**src/rtl/pet_needs_engine.sv**
```systemverilog
// rtl/pet_needs_engine.sv - pet need decay, restore commands and life-state FSM
module pet_needs_engine #(
  parameter int STAT_MAX      = 10,
  parameter int HUNGER_PERIOD = 30,
  parameter int ENERGY_PERIOD = 45,
  parameter int JOY_PERIOD    = 20,
  parameter int LOW_THRESH    = 3,
  parameter int CMD_GAIN      = 3,
  parameter int DEATH_TICKS   = 60
) (
  input  logic        clk,
  input  logic        reset,
  input  logic        secondpassed,
  input  logic        cmd_feed,
  input  logic        cmd_sleep,
  input  logic        cmd_play,
  output logic        tick,
  output logic [3:0]  hunger,
  output logic [3:0]  energy,
  output logic [3:0]  joy,
  output logic [2:0]  low_flags,
  output logic [1:0]  life_state,
  output logic [15:0] seconds
);

  localparam int HW = $clog2(HUNGER_PERIOD + 1);
  localparam int EW = $clog2(ENERGY_PERIOD + 1);
  localparam int JW = $clog2(JOY_PERIOD + 1);
  localparam int SW = $clog2(DEATH_TICKS + 1);

  localparam logic [HW-1:0] H_LAST = HW'(HUNGER_PERIOD - 1);
  localparam logic [EW-1:0] E_LAST = EW'(ENERGY_PERIOD - 1);
  localparam logic [JW-1:0] J_LAST = JW'(JOY_PERIOD - 1);
  localparam logic [SW-1:0] S_LAST = SW'(DEATH_TICKS - 1);
  localparam logic [3:0]    MAX4   = 4'(STAT_MAX);
  localparam logic [4:0]    MAX5   = 5'(STAT_MAX);
  localparam logic [4:0]    GAIN5  = 5'(CMD_GAIN);
  localparam logic [3:0]    LT4    = 4'(LOW_THRESH);

  typedef enum logic [1:0] {
    ALIVE    = 2'b00,
    CRITICAL = 2'b01,
    DEAD     = 2'b10
  } life_e;

  life_e          state_q, state_d;
  logic           sp_q, tick_q;
  logic [HW-1:0]  hcnt_q, hcnt_d;
  logic [EW-1:0]  ecnt_q, ecnt_d;
  logic [JW-1:0]  jcnt_q, jcnt_d;
  logic [SW-1:0]  starve_q, starve_d;
  logic [3:0]     hunger_q, hunger_d, energy_q, energy_d, joy_q, joy_d;
  logic [15:0]    seconds_q, seconds_d;
  logic           live, tick_en, h_ev, e_ev, j_ev;
  logic           feed_en, sleep_en, play_en, any_zero;

  // Saturating decay first, then saturating restore, so both apply in one cycle.
  function automatic logic [3:0] upd(input logic [3:0] old, input logic [1:0] dec,
                                     input logic restore);
    logic [4:0] s;
    s = ({1'b0, old} > {3'b000, dec}) ? ({1'b0, old} - {3'b000, dec}) : 5'd0;
    if (restore) s = s + GAIN5;
    return (s > MAX5) ? MAX4 : s[3:0];
  endfunction

  assign live     = (state_q != DEAD);
  assign tick_en  = tick_q & live;
  assign feed_en  = cmd_feed & live;
  assign sleep_en = cmd_sleep & live;
  assign play_en  = cmd_play & live;

  assign h_ev = tick_en & (hcnt_q == H_LAST);
  assign e_ev = tick_en & (ecnt_q == E_LAST);
  assign j_ev = tick_en & (jcnt_q == J_LAST);

  always_comb begin
    hcnt_d    = hcnt_q;
    ecnt_d    = ecnt_q;
    jcnt_d    = jcnt_q;
    seconds_d = seconds_q;
    if (tick_en) begin
      hcnt_d    = h_ev ? '0 : hcnt_q + 1'b1;
      ecnt_d    = e_ev ? '0 : ecnt_q + 1'b1;
      jcnt_d    = j_ev ? '0 : jcnt_q + 1'b1;
      seconds_d = seconds_q + 16'd1;
    end
    hunger_d = upd(hunger_q, {1'b0, h_ev}, feed_en);
    energy_d = upd(energy_q, {1'b0, e_ev} + {1'b0, play_en}, sleep_en);
    joy_d    = upd(joy_q, {1'b0, j_ev}, play_en);
  end

  assign any_zero = (hunger_q == 4'd0) | (energy_q == 4'd0) | (joy_q == 4'd0);

  always_comb begin
    state_d  = state_q;
    starve_d = starve_q;
    case (state_q)
      ALIVE: begin
        starve_d = '0;
        if (any_zero) state_d = CRITICAL;
      end
      CRITICAL: begin
        if (!any_zero) begin
          state_d  = ALIVE;
          starve_d = '0;
        end else if (tick_en) begin
          starve_d = starve_q + 1'b1;
          if (starve_q == S_LAST) state_d = DEAD;
        end
      end
      DEAD:    state_d = DEAD;
      default: state_d = ALIVE;
    endcase
  end

  always_ff @(posedge clk or posedge reset) begin
    if (reset) begin
      sp_q      <= 1'b0;
      tick_q    <= 1'b0;
      hcnt_q    <= '0;
      ecnt_q    <= '0;
      jcnt_q    <= '0;
      starve_q  <= '0;
      hunger_q  <= MAX4;
      energy_q  <= MAX4;
      joy_q     <= MAX4;
      seconds_q <= 16'd0;
      state_q   <= ALIVE;
    end else begin
      sp_q      <= secondpassed;
      tick_q    <= secondpassed ^ sp_q;
      hcnt_q    <= hcnt_d;
      ecnt_q    <= ecnt_d;
      jcnt_q    <= jcnt_d;
      starve_q  <= starve_d;
      hunger_q  <= hunger_d;
      energy_q  <= energy_d;
      joy_q     <= joy_d;
      seconds_q <= seconds_d;
      state_q   <= state_d;
    end
  end

  assign tick       = tick_q;
  assign hunger     = hunger_q;
  assign energy     = energy_q;
  assign joy        = joy_q;
  assign seconds    = seconds_q;
  assign life_state = state_q;
  assign low_flags  = {joy_q <= LT4, energy_q <= LT4, hunger_q <= LT4};

endmodule

```
**config.mk**
```make
export PLATFORM = sky130hd
export DESIGN_NAME = pet_needs_engine
export DESIGN_NICKNAME = d
export VERILOG_FILES = /design/src/rtl/pet_needs_engine.sv
export SDC_FILE = /design/constraint.sdc
export NUM_CORES = 1
export LEC_CHECK = 0
export BUFFER_PORTS_ARGS = -buffer_cell sky130_fd_sc_hd__buf_4
export CORE_MARGIN = 3
export CORE_UTILIZATION = 50
export CTS_CLUSTER_SIZE = 24
export DETAILED_ROUTE_END_ITERATION = 10
export HOLD_SLACK_MARGIN = 0.03
export PLACE_DENSITY = 0.7
export RECOVER_POWER = 25
export SLEW_MARGIN = 20
export SYNTH_ARGS = -nofsm -noshare
export SYNTH_HDL_FRONTEND = slang
export SYNTH_SLANG_ARGS = --single-unit
```
**constraint.sdc**
```tcl
create_clock -name clk -period 5 [get_ports clk]
set_input_delay 0.75 -clock clk [delete_from_list [all_inputs] [get_ports clk]]
set_output_delay 0.75 -clock clk [all_outputs]
set_load 0.01 [all_outputs]
```
Word-level counts from Yosys, hierarchy flattened
Cells that the tools add are included.
Word-level totals
  register bits: 54
  bits of input ports: 6
  output and inout bits: 34
  logic and storage cells: 79
Cells by class
  $add $sub $neg: 12
  magnitude comparators: 9
  equality and inequality tests: 10
  muxes and demuxes: 20
  bitwise operators: 10
  reduce and logical (&&, ||, !) cells: 7
Operator list (number)
  $mux W5: 8
  $mux W6: 3
  $add A16 B1 Y16 const B: 1
  $add A5 B2 Y5 const B: 3
  $gt A5 B4 Y1 const B: 3
  $add A6 B1 Y6 const B: 2
  $eq A6 B6 Y1 const B: 2
  $le A4 B2 Y1 const B: 3
  $logic_not A4 Y1: 3
  $mux W4: 3
  $pmux W6 S2: 1
  $add A5 B1 Y5 const B: 2
  $eq A5 B5 Y1 const B: 2
  $sub A4 B1 Y5: 2
  $gt A4 B1 Y1: 2
  $mux W2: 4
  $and A1 B1 Y1: 7
  $ne A3 B3 Y1 const B: 2
  $pmux W2 S3: 1
  $sub A4 B2 Y5: 1
  $gt A4 B2 Y1: 1
  $ne A2 B2 Y1 const B: 2
  $reduce_and A3 Y1: 1
  $add A1 B1 Y2: 1
  7 further kinds: 8

Logic depth before layout (Yosys ltp)
Gate-level depths: netlist of run 1.
  depth in word-level cells: 10
  mapped depth: 19
  mapped depth without buffers: 17

Least setup slack after synthesis of run 1
OpenSTA, ideal clock, no wires.
  kind: register -> register
  start point: register tick_q, in the netlist tick
  end point: register energy_q[1], in the netlist energy[1]
  data arrival time: 3.758 ns
  required time: 4.923 ns
  path slack: 1.165 ns
  cell stages (with the launch flop): 19
  buffers on the path: 2
  period minus slack after synthesis: 3.835 ns
  path through: dfrtp_1 clkbuf_1 and2_0 buf_2 nand3_1 nor3_2 ha_1 inv_1 ha_1 and2b_2 nor2_1 a21o_1 ha_1 nor2b_1 a31oi_1 nor4_1 a41o_2 or3_1 a21o_1
Between the ends
  word-level cells in the longest chain between the ends: 9
  elaborated cells on any way between the ends: 10
Ends and longest elaborated chain
  from (decl): RTL line 47  | logic sp_q, tick_q;
  from (signal assigned): RTL line 131  | tick_q <= secondpassed ^ sp_q;
  $and A1 B1 Y1 (*): RTL line 67  | assign tick_en = tick_q & live;
  $and A1 B1 Y1 (*): RTL line 73  | assign e_ev = tick_en & (ecnt_q == E_LAST);
  $add A1 B1 Y2 (*): RTL line 88  | energy_d = upd(energy_q, {1'b0, e_ev} + {1'b0, play_en}, sleep_en);
  $sub A4 B2 Y5 / $gt A4 B2 Y1 (equally long branches): RTL line 61  | s = ({1'b0, old} > {3'b000, dec}) ? ({1'b0, old} - {3'b000, dec}) : 5'd0;
  $mux W5 (*): RTL line 61
  $add A5 B2 Y5: RTL line 62  | if (restore) s = s + GAIN5;
  $mux W5 (*): RTL line 62
  $gt A5 B4 Y1: RTL line 63  | return (s > MAX5) ? MAX4 : s[3:0];
  $mux W4 (*): RTL line 63
  via energy_d[1]: RTL line 52  | logic [3:0] hunger_q, hunger_d, energy_q, energy_d, joy_q, joy_d;
  to (signal assigned): RTL line 137  | energy_q <= energy_d;
  to (decl): RTL line 52
Mark *: on every way through the listed nets, which the timed path passes. The rest lies on a longest branch.
A chain may end at the register's enable or synchronous reset.

Worst setup path in the final report of run 1
  start point: register state_q[1], in the netlist life_state[1]
  end point: register energy_q[1], in the netlist energy[1]
Between the ends
  word-level cells in the longest chain between the ends: 10
  elaborated cells on any way between the ends: 13
Ends and longest elaborated chain
  from (decl): RTL line 46  | life_e state_q, state_d;
  from (signal assigned): RTL line 140  | state_q <= state_d;
  $ne A2 B2 Y1 (*): RTL line 66  | assign live = (state_q != DEAD);
  $and A1 B1 Y1: RTL line 67
  $and A1 B1 Y1: RTL line 73
  $add A1 B1 Y2: RTL line 88
  $sub A4 B2 Y5 / $gt A4 B2 Y1 (equally long branches): RTL line 61
  $mux W5: RTL line 61
  $add A5 B2 Y5: RTL line 62
  $mux W5 (*): RTL line 62
  $gt A5 B4 Y1: RTL line 63
  $mux W4 (*): RTL line 63
  via energy_d[1]: RTL line 52
Marked as above.

==> results of run 1 <==
## worst max-delay path, cell delays in order, from the launching register on
cell      delay [ns]
dfrtp_1         0.49
nand2b_1        0.13
and2_0          0.13
buf_4           0.21
nand3_1         0.16
nor3_2          0.35
ha_1            0.22
inv_1           0.07
ha_1            0.33
and2b_2         0.25
nor2_1          0.28
a21o_1          0.23
ha_1            0.30
nor2b_1         0.10
a31oi_1         0.18
nor4_1          0.06
a41o_2          0.27
or3_1           0.30
a21o_1          0.16
## path summary, 6_finish.rpt
path | end | slack, ns
worst max-delay path | energy[1] | 0.71
worst min register to register | tick | 0.45
worst max register to register | energy[1] | 0.71
worst min-delay path | tick | 0.45
min in group asynchronous | hunger[0] | 1.52
max in group asynchronous | seconds[1] | 1.86
## layout make-up
| type | instances | area (um^2) | share of cell area |
|---|---|---|---|
| Clock inverter | 2 | 13.8 | 0.00372 |
| Inverter | 20 | 75.1 | 0.0203 |
| Multi-Input combinational cell | 274 | 1780 | 0.480 |
| Timing Repair Buffer | 42 | 308 | 0.0832 |
| Sequential cell | 54 | 1360 | 0.367 |
| Tap cell | 75 | 93.8 | 0.0254 |
| Clock buffer | 6 | 72.6 | 0.0196 |
## cell usage in the layout, fill, tap and decap left out, types with 4 or more instances in the layout
master / netlist / final
ha_1: 17 / 17
nand4_1: 10 / 10
a31oi_1: 5 / 5
xor2_1: 11 / 11
buf_4: 1 / 39
nand3_1: 13 / 13
nor3_1: 12 / 12
nand2_1: 42 / 42
dfrtp_1: 48 / 48
dfstp_2: 6 / 6
xnor2_1: 17 / 17
nor2_1: 27 / 27
and3_1: 5 / 5
clkbuf_8: 1 / 5
o21bai_1: 4 / 4
a21oi_1: 13 / 13
o21ai_0: 26 / 26
a21o_1: 4 / 4
nand2b_1: 8 / 8
nor4_1: 4 / 4
inv_1: 20 / 20
and2_1: 4 / 4
nor2b_1: 4 / 4
## power by group
| part | leakage [nW] | internal, mW | switching (mW) |
|---|---|---|---|
| Clock | 0.0456 | 0.100 | 0.141 |
| Combinational | 1.03 | 0.477 | 0.518 |
| Sequential | 0.679 | 0.584 | 0.168 |
| Total | 1.76 | 1.16 | 0.826 |
## kinds of logic (layout without fill, tap and decap cells)
logic type,count (synthesis),count (layout),synth area share
AO/OA/AOI/OAI,75,75,0.153
XOR/XNOR,28,28,0.0746
adder cells (fa/ha/maj),18,18,0.0708
buffers and inverters,30,70,0.0457
flip-flops,54,54,0.414
multiplexers,3,3,0.00914
AND/OR/NAND/NOR,150,150,0.233
## sequential cells by signal, indices dropped and copies added (netlist names)
signal,count
tick,1
jcnt_q,5
life_state,2
ecnt_q,6
starve_q,6
sp_q,1
hcnt_q,5
seconds,16
hunger,4
energy,4
joy,4
## layer usage
layer / part of all wire / vias up / global-route usage
li1: - / 1339 / -
met1: 0.45 / 1265 / 0.239
met2: 0.50 / 47 / 0.308
met3: 0.036 / 12 / 0.0293
met4: 0.019 / 0 / 0.0779
met5: 0 / - / 0
## metrics by stage
| stage | instance area (um^2) | cells | utilization | hold WS, ns | total power, mW |
|---|---|---|---|---|---|
| 2_1_floorplan | 3290 | 358 | - | 0.420 | 1.47 |
| 4_1_cts | 3710 | 473 | 0.604 | 0.466 | 2.00 |
| 5_1_grt | 3700 | 473 | 0.603 | 0.481 | 2.18 |
| 3_5_place_dp | 3620 | 465 | 0.590 | 0.441 | 1.76 |
| 3_3_place_gp | 3620 | 465 | 0.590 | 0.447 | 1.72 |
| 6_report | 3700 | 473 | 0.603 | 0.454 | 1.99 |
==> run_results.csv, run 1 <==
group,metric,value,unit
die,initial_utilization,0.536,
die,io_pins,40,
clock_network,postCtsSetupBuffers,0,
worst_setup_path,worstPathArrival,4.53,ns
synth,synthFlopType,"dfrtp_1",
clock_network,worstSkewPairLatency,0.31,ns
timing,slew-limit-headroom,-0.907,
synth,synth_seq_area_share,0.414,
final_layout,syn_to_final_growth,12.6,%
place,numPortBuffers,39,
timing,setup_tns,0,ns
worst_setup_path,critPathKind,"register to register",
global_route,grt_pass1_wl,11300,um
synth,synth_area,3290,um^2
worst_hold_path,min_from,"sp_q",
timing,timing.fmax,233,MHz
place,dpl.hpwl,4930,um
die,die-height,87.1,um
final_layout,fill_cells,536,
run_status,outcome,"finished, violations left",
die,rows,28,
worst_setup_path,r2r_cells,18,
clock_network,clk_path_buf_depth,2,
die,die_x,87.1,um
synth,ys_async_sr_fraction,1.00,
detailed_routing,routed_wl,6590,um
synth,synth_nets,382,
worst_hold_path,hp-class,"register to register",
synth,synth_top_cell_area_share,0.366,
clock_network,cts_root_buffer,"clkbuf_8",
timing,tightestPinTransition,2.86,ns
clock_network,cts.sinks,54,
synth,synth-seq-cells,54,
final_layout,final_nets,421,
die,fp.dieArea,7580,um^2
worst_setup_path,r2r_start,"life_state[1]",
global_route,grt_max_degree,55,
detailed_routing,drc,0,
power_and_ir_drop,power_density,537,nW/um^2
timing,rsz0062_at_grt,"no",
worst_setup_path,worstPathRequired,5.24,ns
synth,yosysUniqueCellTypes,59,
clock_network,clk_pin_slew,0.09,ns
synth,syn_inst,358,
detailed_routing,drt-initial-drc-count,148,
synth,yosysTopAreaCell,"dfrtp_1",
detailed_routing,ant_nets,0,
global_route,grt_pass1_vias,2465,
global_route,grt_antenna_before_repair,0,
worst_setup_path,critPathMaxFanout,17,
worst_setup_path,cp-end-kind,"register",
timing,setup_viol,0,
run_status,violations,"max-capacitance violations, max-slew violations",
detailed_routing,route.detailed.wl_per_inst,13.9,um
global_route,overflow,0,
timing,fin_skew,0.0162,ns
clock_network,htree_levels,2,
global_route,grt_use_total,0.185,
timing,hold_viol_final,0,
power_and_ir_drop,p_leak,1.76,nW
run,max_cap_viol_count,1,
worst_hold_path,hold_depth,1,
place,place.gp.congestion,0.854,
clock_network,numCtsBuffers,5,
timing,fin_crit_sh,0.858,
final_layout,drive_above_1_share,0.166,
detailed_routing,drt-pass1-iter-count,4,
clock_network,holdBufCountCts,0,
place,pre_cts_ws,0.734,ns
die,coreArea,6130,um^2
timing,period_minus_slack,4.29,ns
synth,synth_most_common_cell,"dfrtp_1",
synth,avgSynthCellArea,9.18,um^2
detailed_routing,via_per_inst,5.63,
final_layout,diodes,0,
synth,yosys_warnings,0,
synth,ys_top_cells_by_area,"dfrtp_1 37%, ha_1 6.5%, dfstp_2 4.8%",
synth,synth_edf_count,0,
worst_setup_path,worst_setup_path_start_kind,"register",
clock_network,cts.repair.resized,0,
timing,setup_slack,0.709,ns
power_and_ir_drop,peakVddDrop,0.420,mV
worst_setup_path,crit_start,"life_state[1]",
synth,yosys-top-cells-count,"48 x dfrtp_1, 42 x nand2_1, 27 x nor2_1",
detailed_routing,via_count,2663,
clock_network,cts_tree,"built",
timing,drv_slew,55,
No activity file was read; power rests on OpenSTA's default activity.
==> run 2, diff against run 1 <==
--- a/config.mk
+++ b/config.mk
@@ -6,14 +6,14 @@
 export NUM_CORES = 1
 export LEC_CHECK = 0
 export BUFFER_PORTS_ARGS = -buffer_cell sky130_fd_sc_hd__buf_4
-export CORE_MARGIN = 3
+export CORE_MARGIN = 2
 export CORE_UTILIZATION = 50
 export CTS_CLUSTER_SIZE = 24
 export DETAILED_ROUTE_END_ITERATION = 10
 export HOLD_SLACK_MARGIN = 0.03
 export PLACE_DENSITY = 0.7
 export RECOVER_POWER = 25
-export SLEW_MARGIN = 20
+export SLEW_MARGIN = 25
 export SYNTH_ARGS = -nofsm -noshare
 export SYNTH_HDL_FRONTEND = slang
 export SYNTH_SLANG_ARGS = --single-unit
==> run_results.csv, run 2 (synthesis results as in run 1) <==
group,metric,value,unit
clock_network,cts_tree,"built",
final_layout,drive_above_1_share,0.166,
power_and_ir_drop,peakVddDrop,0.339,mV
timing,setup_viol,0,
clock_network,holdBufCountCts,0,
global_route,overflow,0,
die,rows,29,
global_route,grt_pass1_wl,11300,um
place,numPortBuffers,39,
global_route,grt_max_degree,55,
clock_network,numCtsBuffers,5,
power_and_ir_drop,power_density,535,nW/um^2
die,fp.dieArea,7240,um^2
final_layout,layout_common_cells,"48 x dfrtp_1, 42 x nand2_1, 39 x buf_4, 27 x nor2_1, 26 x o21ai_0",
place,place.gp.congestion,0.875,
timing,fin_skew,0.00475,ns
worst_setup_path,r2r_start,"life_state[1]",
run,max_cap_viol_count,1,
detailed_routing,route.detailed.wl_per_inst,13.5,um
worst_setup_path,worstPathRequired,5.25,ns
detailed_routing,via_count,2622,
power_and_ir_drop,p_total,1.98,mW
worst_hold_path,min_from,"sp_q",
place,dpl.hpwl,4690,um
clock_network,cts_root_buffer,"clkbuf_8",
run_status,outcome,"finished, violations left",
timing,period_minus_slack,4.16,ns
final_layout,final_nets,421,
timing,tightestPinTransition,2.86,ns
worst_hold_path,hold_depth,1,
power_and_ir_drop,p_leak,1.76,nW
die,die_x,85.1,um
worst_setup_path,worstPathArrival,4.41,ns
die,io_pins,40,
timing,slew-limit-headroom,-0.909,
timing,timing.fmax,240,MHz
run_status,violations,"max-capacitance violations, max-slew violations",
global_route,grt_use_total,0.189,
clock_network,worstSkewPairLatency,0.31,ns
timing,setup_tns,0,ns
die,coreArea,6350,um^2
die,die-height,85.1,um
place,pre_cts_ws,0.825,ns
worst_setup_path,regToRegEndpoint,"energy[1]",
worst_setup_path,cp-end-kind,"register",
clock_network,clk_pin_slew,0.10,ns
final_layout,syn_to_final_growth,12.6,%
detailed_routing,drt-initial-drc-count,84,
worst_setup_path,critPathMaxFanout,17,
clock_network,clk_path_buf_depth,2,
detailed_routing,via_per_inst,5.52,
timing,hold_viol_final,0,
final_layout,largest_reg_flops,16,
detailed_routing,ant_nets,0,
detailed_routing,drt-pass1-iter-count,4,
worst_setup_path,rrSetupSlack,0.84,ns
clock_network,cts.repair.resized,0,
timing,setup_slack,0.839,ns
clock_network,postCtsSetupBuffers,0,
worst_setup_path,r2r_cells,18,
timing,rsz0062_at_grt,"no",
global_route,grt_antenna_before_repair,0,
clock_network,cts.sinks,54,
final_layout,layout_commonest_cell,"dfrtp_1",
die,initial_utilization,0.517,
worst_hold_path,worstHoldEndpoint,"tick",
worst_setup_path,critPathKind,"register to register",
global_route,grt_pass1_vias,2550,
timing,drv_slew,55,
worst_setup_path,worst_setup_path_start_kind,"register",
detailed_routing,routed_wl,6400,um
final_layout,diodes,0,
clock_network,htree_levels,2,
worst_hold_path,hp-class,"register to register",
detailed_routing,drc,0,
timing,fin_crit_sh,0.832,
==> run 2: cell count changes in the layout (fill, tap and decap cells not counted) <==
cell / change
clkinv_4: +1
inv_6: -1
==> run 2: power by group <==
part | internal (mW) | switching [mW]
Clock | 0.0992 | 0.143
Sequential | 0.584 | 0.169
Combinational | 0.476 | 0.510
Total | 1.16 | 0.822
==> run 2: worst max path at each step <==
stage                   from  slack [ns]   endpoint
6_report       life_state[1]        0.84  energy[1]
5_1_grt        life_state[1]        0.33  energy[1]
4_1_cts        life_state[1]        0.81  energy[1]
3_5_place_dp   life_state[1]        0.83  energy[1]
3_3_place_gp   life_state[1]        0.93  energy[1]
2_1_floorplan           tick        1.17  energy[1]
==> run 2: cell type report <==
cell class              instances  area, um^2
clock buffers                   6        72.6
inverters                      20        75.1
flip-flops and latches         54        1360
repair buffers                 42         308
fillers                       572        2650
well taps                      77        96.3
clock inverters                 2        13.8
multi-input cells             274        1780
==> run 2: per-layer routing <==
layer / vias up / global-route usage / routed length [um] / part of all wire
met4: 0 / 0.0519 / 80 / 0.012
met2: 44 / 0.313 / 3040 / 0.48
met3: 6 / 0.0399 / 236 / 0.037
met5: - / 0 / 0 / 0
met1: 1237 / 0.251 / 3040 / 0.47
li1: 1335 / - / - / -
==> run 2: critical path: stages (launching register included) <==
cell      delay [ns]
dfrtp_1         0.50
nand2b_1        0.13
and2_0          0.13
buf_4           0.21
nand3_1         0.16
nor3_2          0.33
ha_1            0.21
inv_1           0.06
ha_1            0.32
and2b_2         0.24
nor2_1          0.27
a21o_1          0.22
ha_1            0.29
nor2b_1         0.09
a31oi_1         0.17
nor4_1          0.06
a41o_2          0.26
or3_1           0.30
a21o_1          0.15
==> run 2: per-stage QoR <==
step,cell area [um^2],hold slack (ns),util,cells
final,3700,0.451,0.583,475
after detailed placement,3620,0.439,0.570,467
after CTS,3710,0.456,0.584,475
after floorplan,3290,0.420,-,358
after global placement,3620,0.442,0.570,467
after global routing,3700,0.475,0.583,475
==> run 3, diff against run 2 <==
--- a/config.mk
+++ b/config.mk
@@ -11,7 +11,7 @@
 export CTS_CLUSTER_SIZE = 24
 export DETAILED_ROUTE_END_ITERATION = 10
 export HOLD_SLACK_MARGIN = 0.03
-export PLACE_DENSITY = 0.7
+export PLACE_DENSITY = 0.73
 export RECOVER_POWER = 25
 export SLEW_MARGIN = 25
 export SYNTH_ARGS = -nofsm -noshare
==> constraint.sdc (replaced) <==
create_clock -name clk -period 3.6 [get_ports clk]
set_input_delay 0.54 -clock clk [delete_from_list [all_inputs] [get_ports clk]]
set_output_delay 0.54 -clock clk [all_outputs]
set_load 0.01 [all_outputs]
==> run_results.csv, run 3 (synthesis results as in run 1) <==
group,metric,value,unit
timing,timing.fmax,293,MHz
final_layout,layout_commonest_cell,"dfrtp_1",
detailed_routing,drt-initial-drc-count,129,
final_layout,multiInputGateArea,1840,um^2
clock_network,cts.sinks,54,
detailed_routing,route.detailed.wl_per_inst,13.9,um
global_route,grt_max_degree,31,
place,place.gp.congestion,0.854,
worst_setup_path,crit_buf_inv,1,
place,numPortBuffers,39,
die,initial_utilization,0.517,
final_layout,post-route-util,0.606,
die,fp.dieArea,7240,um^2
timing,drv_slew,0,
timing,setup_viol,0,
detailed_routing,drt-pass1-iter-count,4,
worst_setup_path,cpMostUsedCell,"ha_1",
timing,slew-limit-headroom,0.146,
die,coreArea,6350,um^2
worst_setup_path,cp_cell_sequence,"nand2b_4 -> and2_1 -> nand3_2 -> nor3_2 -> ha_1 -> ha_1 -> inv_1 -> fa_2 -> o311ai_4 -> ha_4 -> nor2b_1 -> a31oi_1 -> nor4_1 -> a41o_2 -> or3_1 -> a21o_1",
final_layout,final_area,3850,um^2
power_and_ir_drop,clockPowerShare,0.143,
power_and_ir_drop,switching_power,1.20,mW
power_and_ir_drop,p_leak,1.82,nW
clock_network,holdBufCountCts,0,
power_and_ir_drop,power_frac_comb,0.500,
clock_network,htree_levels,2,
global_route,grt_antenna_before_repair,0,
final_layout,final_nets,429,
die,die_x,85.1,um
global_route,grt_pass1_wl,11700,um
global_route,grt_use_total,0.197,
power_and_ir_drop,power_density,765,nW/um^2
timing,rsz0062_at_grt,"no",
clock_network,clk_path_buf_depth,2,
power_and_ir_drop,pwr-share-seq,0.357,
detailed_routing,drc,0,
timing,period_minus_slack,3.42,ns
detailed_routing,via_per_inst,5.58,
final_layout,largest_reg_flops,16,
final_layout,layout_common_cells,"48 x dfrtp_1, 47 x buf_4, 42 x nand2_1, 26 x nor2_1, 26 x o21ai_0",
run_status,outcome,"completed",
timing,setup_tns,0,ns
clock_network,cts_root_buffer,"clkbuf_8",
global_route,grt_pass1_vias,2570,
timing,fin_skew,0.0139,ns
detailed_routing,via_count,2694,
place,post_dp_cell_area,3690,um^2
timing,hold_viol_final,0,
die,io_pins,40,
power_and_ir_drop,power.internal,1.75,mW
global_route,overflow,0,
place,dpl.hpwl,4990,um
worst_setup_path,slowest_stage,"fa_2",
die,rows,29,
power_and_ir_drop,sw_frac_of_total,0.407,
clock_network,numCtsBuffers,5,
final_layout,syn_to_final_growth,17.2,%
final_layout,register_area,1360,um^2
die,die-height,85.1,um
clock_network,worstSkewPairLatency,0.31,ns
clock_network,clk_pin_slew,0.10,ns
worst_setup_path,worst_setup_path_start_kind,"register",
worst_setup_path,critPathKind,"register to register",
timing,timing.hold.ws,0.365,ns
clock_network,cts_tree,"built",
worst_setup_path,worstPathArrival,3.67,ns
detailed_routing,routed_wl,6720,um
worst_setup_path,critPathMaxFanout,7,
timing,tightestPinTransition,1.28,ns
power_and_ir_drop,peakVddDrop,0.685,mV
run,max_cap_viol_count,0,
timing,fin_crit_sh,0.949,
worst_setup_path,critPathTopFamily,"adder cells",
worst_setup_path,worstPathRequired,3.85,ns
detailed_routing,ant_nets,0,
worst_setup_path,cp-end-kind,"register",
final_layout,diodes,0,
final_layout,drive_above_1_share,0.204,
final_layout,fill_cells,558,
worst_hold_path,hp-class,"input port to register",
power_and_ir_drop,p_total,2.94,mW
worst_setup_path,slowest_delay,0.46,ns
==> run 3: cell types whose count changed in the layout (fill, tap and decap cells not counted), sizes merged <==
| cell | change |
|---|---|
| bufinv | +1 |
| buf | +8 |
| clkbuf | -1 |
| inv | +1 |
| clkinv | -1 |
==> run 3: final cells by class <==
type | instances | area share
Timing Repair Buffer | 50 | 0.0955
Clock buffer | 5 | 0.0179
Clock inverter | 3 | 0.0123
Tap cell | 77 | 0.0250
Inverter | 20 | 0.0195
Sequential cell | 54 | 0.353
Multi-Input combinational cell | 274 | 0.477
==> run 3: path summary, 6_finish.rpt <==
kind                               start    endpoint  slack [ns]  cells after the start
max                        life_state[0]   energy[1]        0.18                     16
min                         secondpassed        sp_q        0.37                      1
max reg2reg                life_state[0]   energy[1]        0.18                     16
min reg2reg                         sp_q        tick        0.45                      1
max in group asynchronous          reset  seconds[2]        1.33                      3
min in group asynchronous          reset   energy[0]        0.52                      2
==> run 3: per-layer routing <==
metal  track usage  wire [um]  share of wire
met5             0          0              0
met4        0.0649        126          0.019
met3        0.0272        246          0.037
met2         0.332       3230           0.48
met1         0.261       3120           0.46
==> run 3: stage by stage <==
stage | worst slack, ns | cells
finish | 0.182 | 483
global route | 0.00124 | 483
detailed placement | 0.144 | 473
CTS | 0.106 | 481
global placement | 0.228 | 473
floorplan | 0.0263 | 358
==> run 3: repair_timing <==
action                                  CTS  global route
resized for setup                         0             7
setup buffers                             0             2
endpoints found under the setup margin    0             4
==> run 3: power by group through the flow <==
stage | Sequential [mW] | Combinational (mW) | Clock [mW]
3_5_place_dp | 1.05 | 1.44 | 0
5_1_grt | 1.08 | 1.65 | 0.457
4_1_cts | 1.04 | 1.44 | 0.436
6_report | 1.05 | 1.47 | 0.421
2_1_floorplan | 1.02 | 1.06 | 0
3_3_place_gp | 1.04 | 1.39 | 0
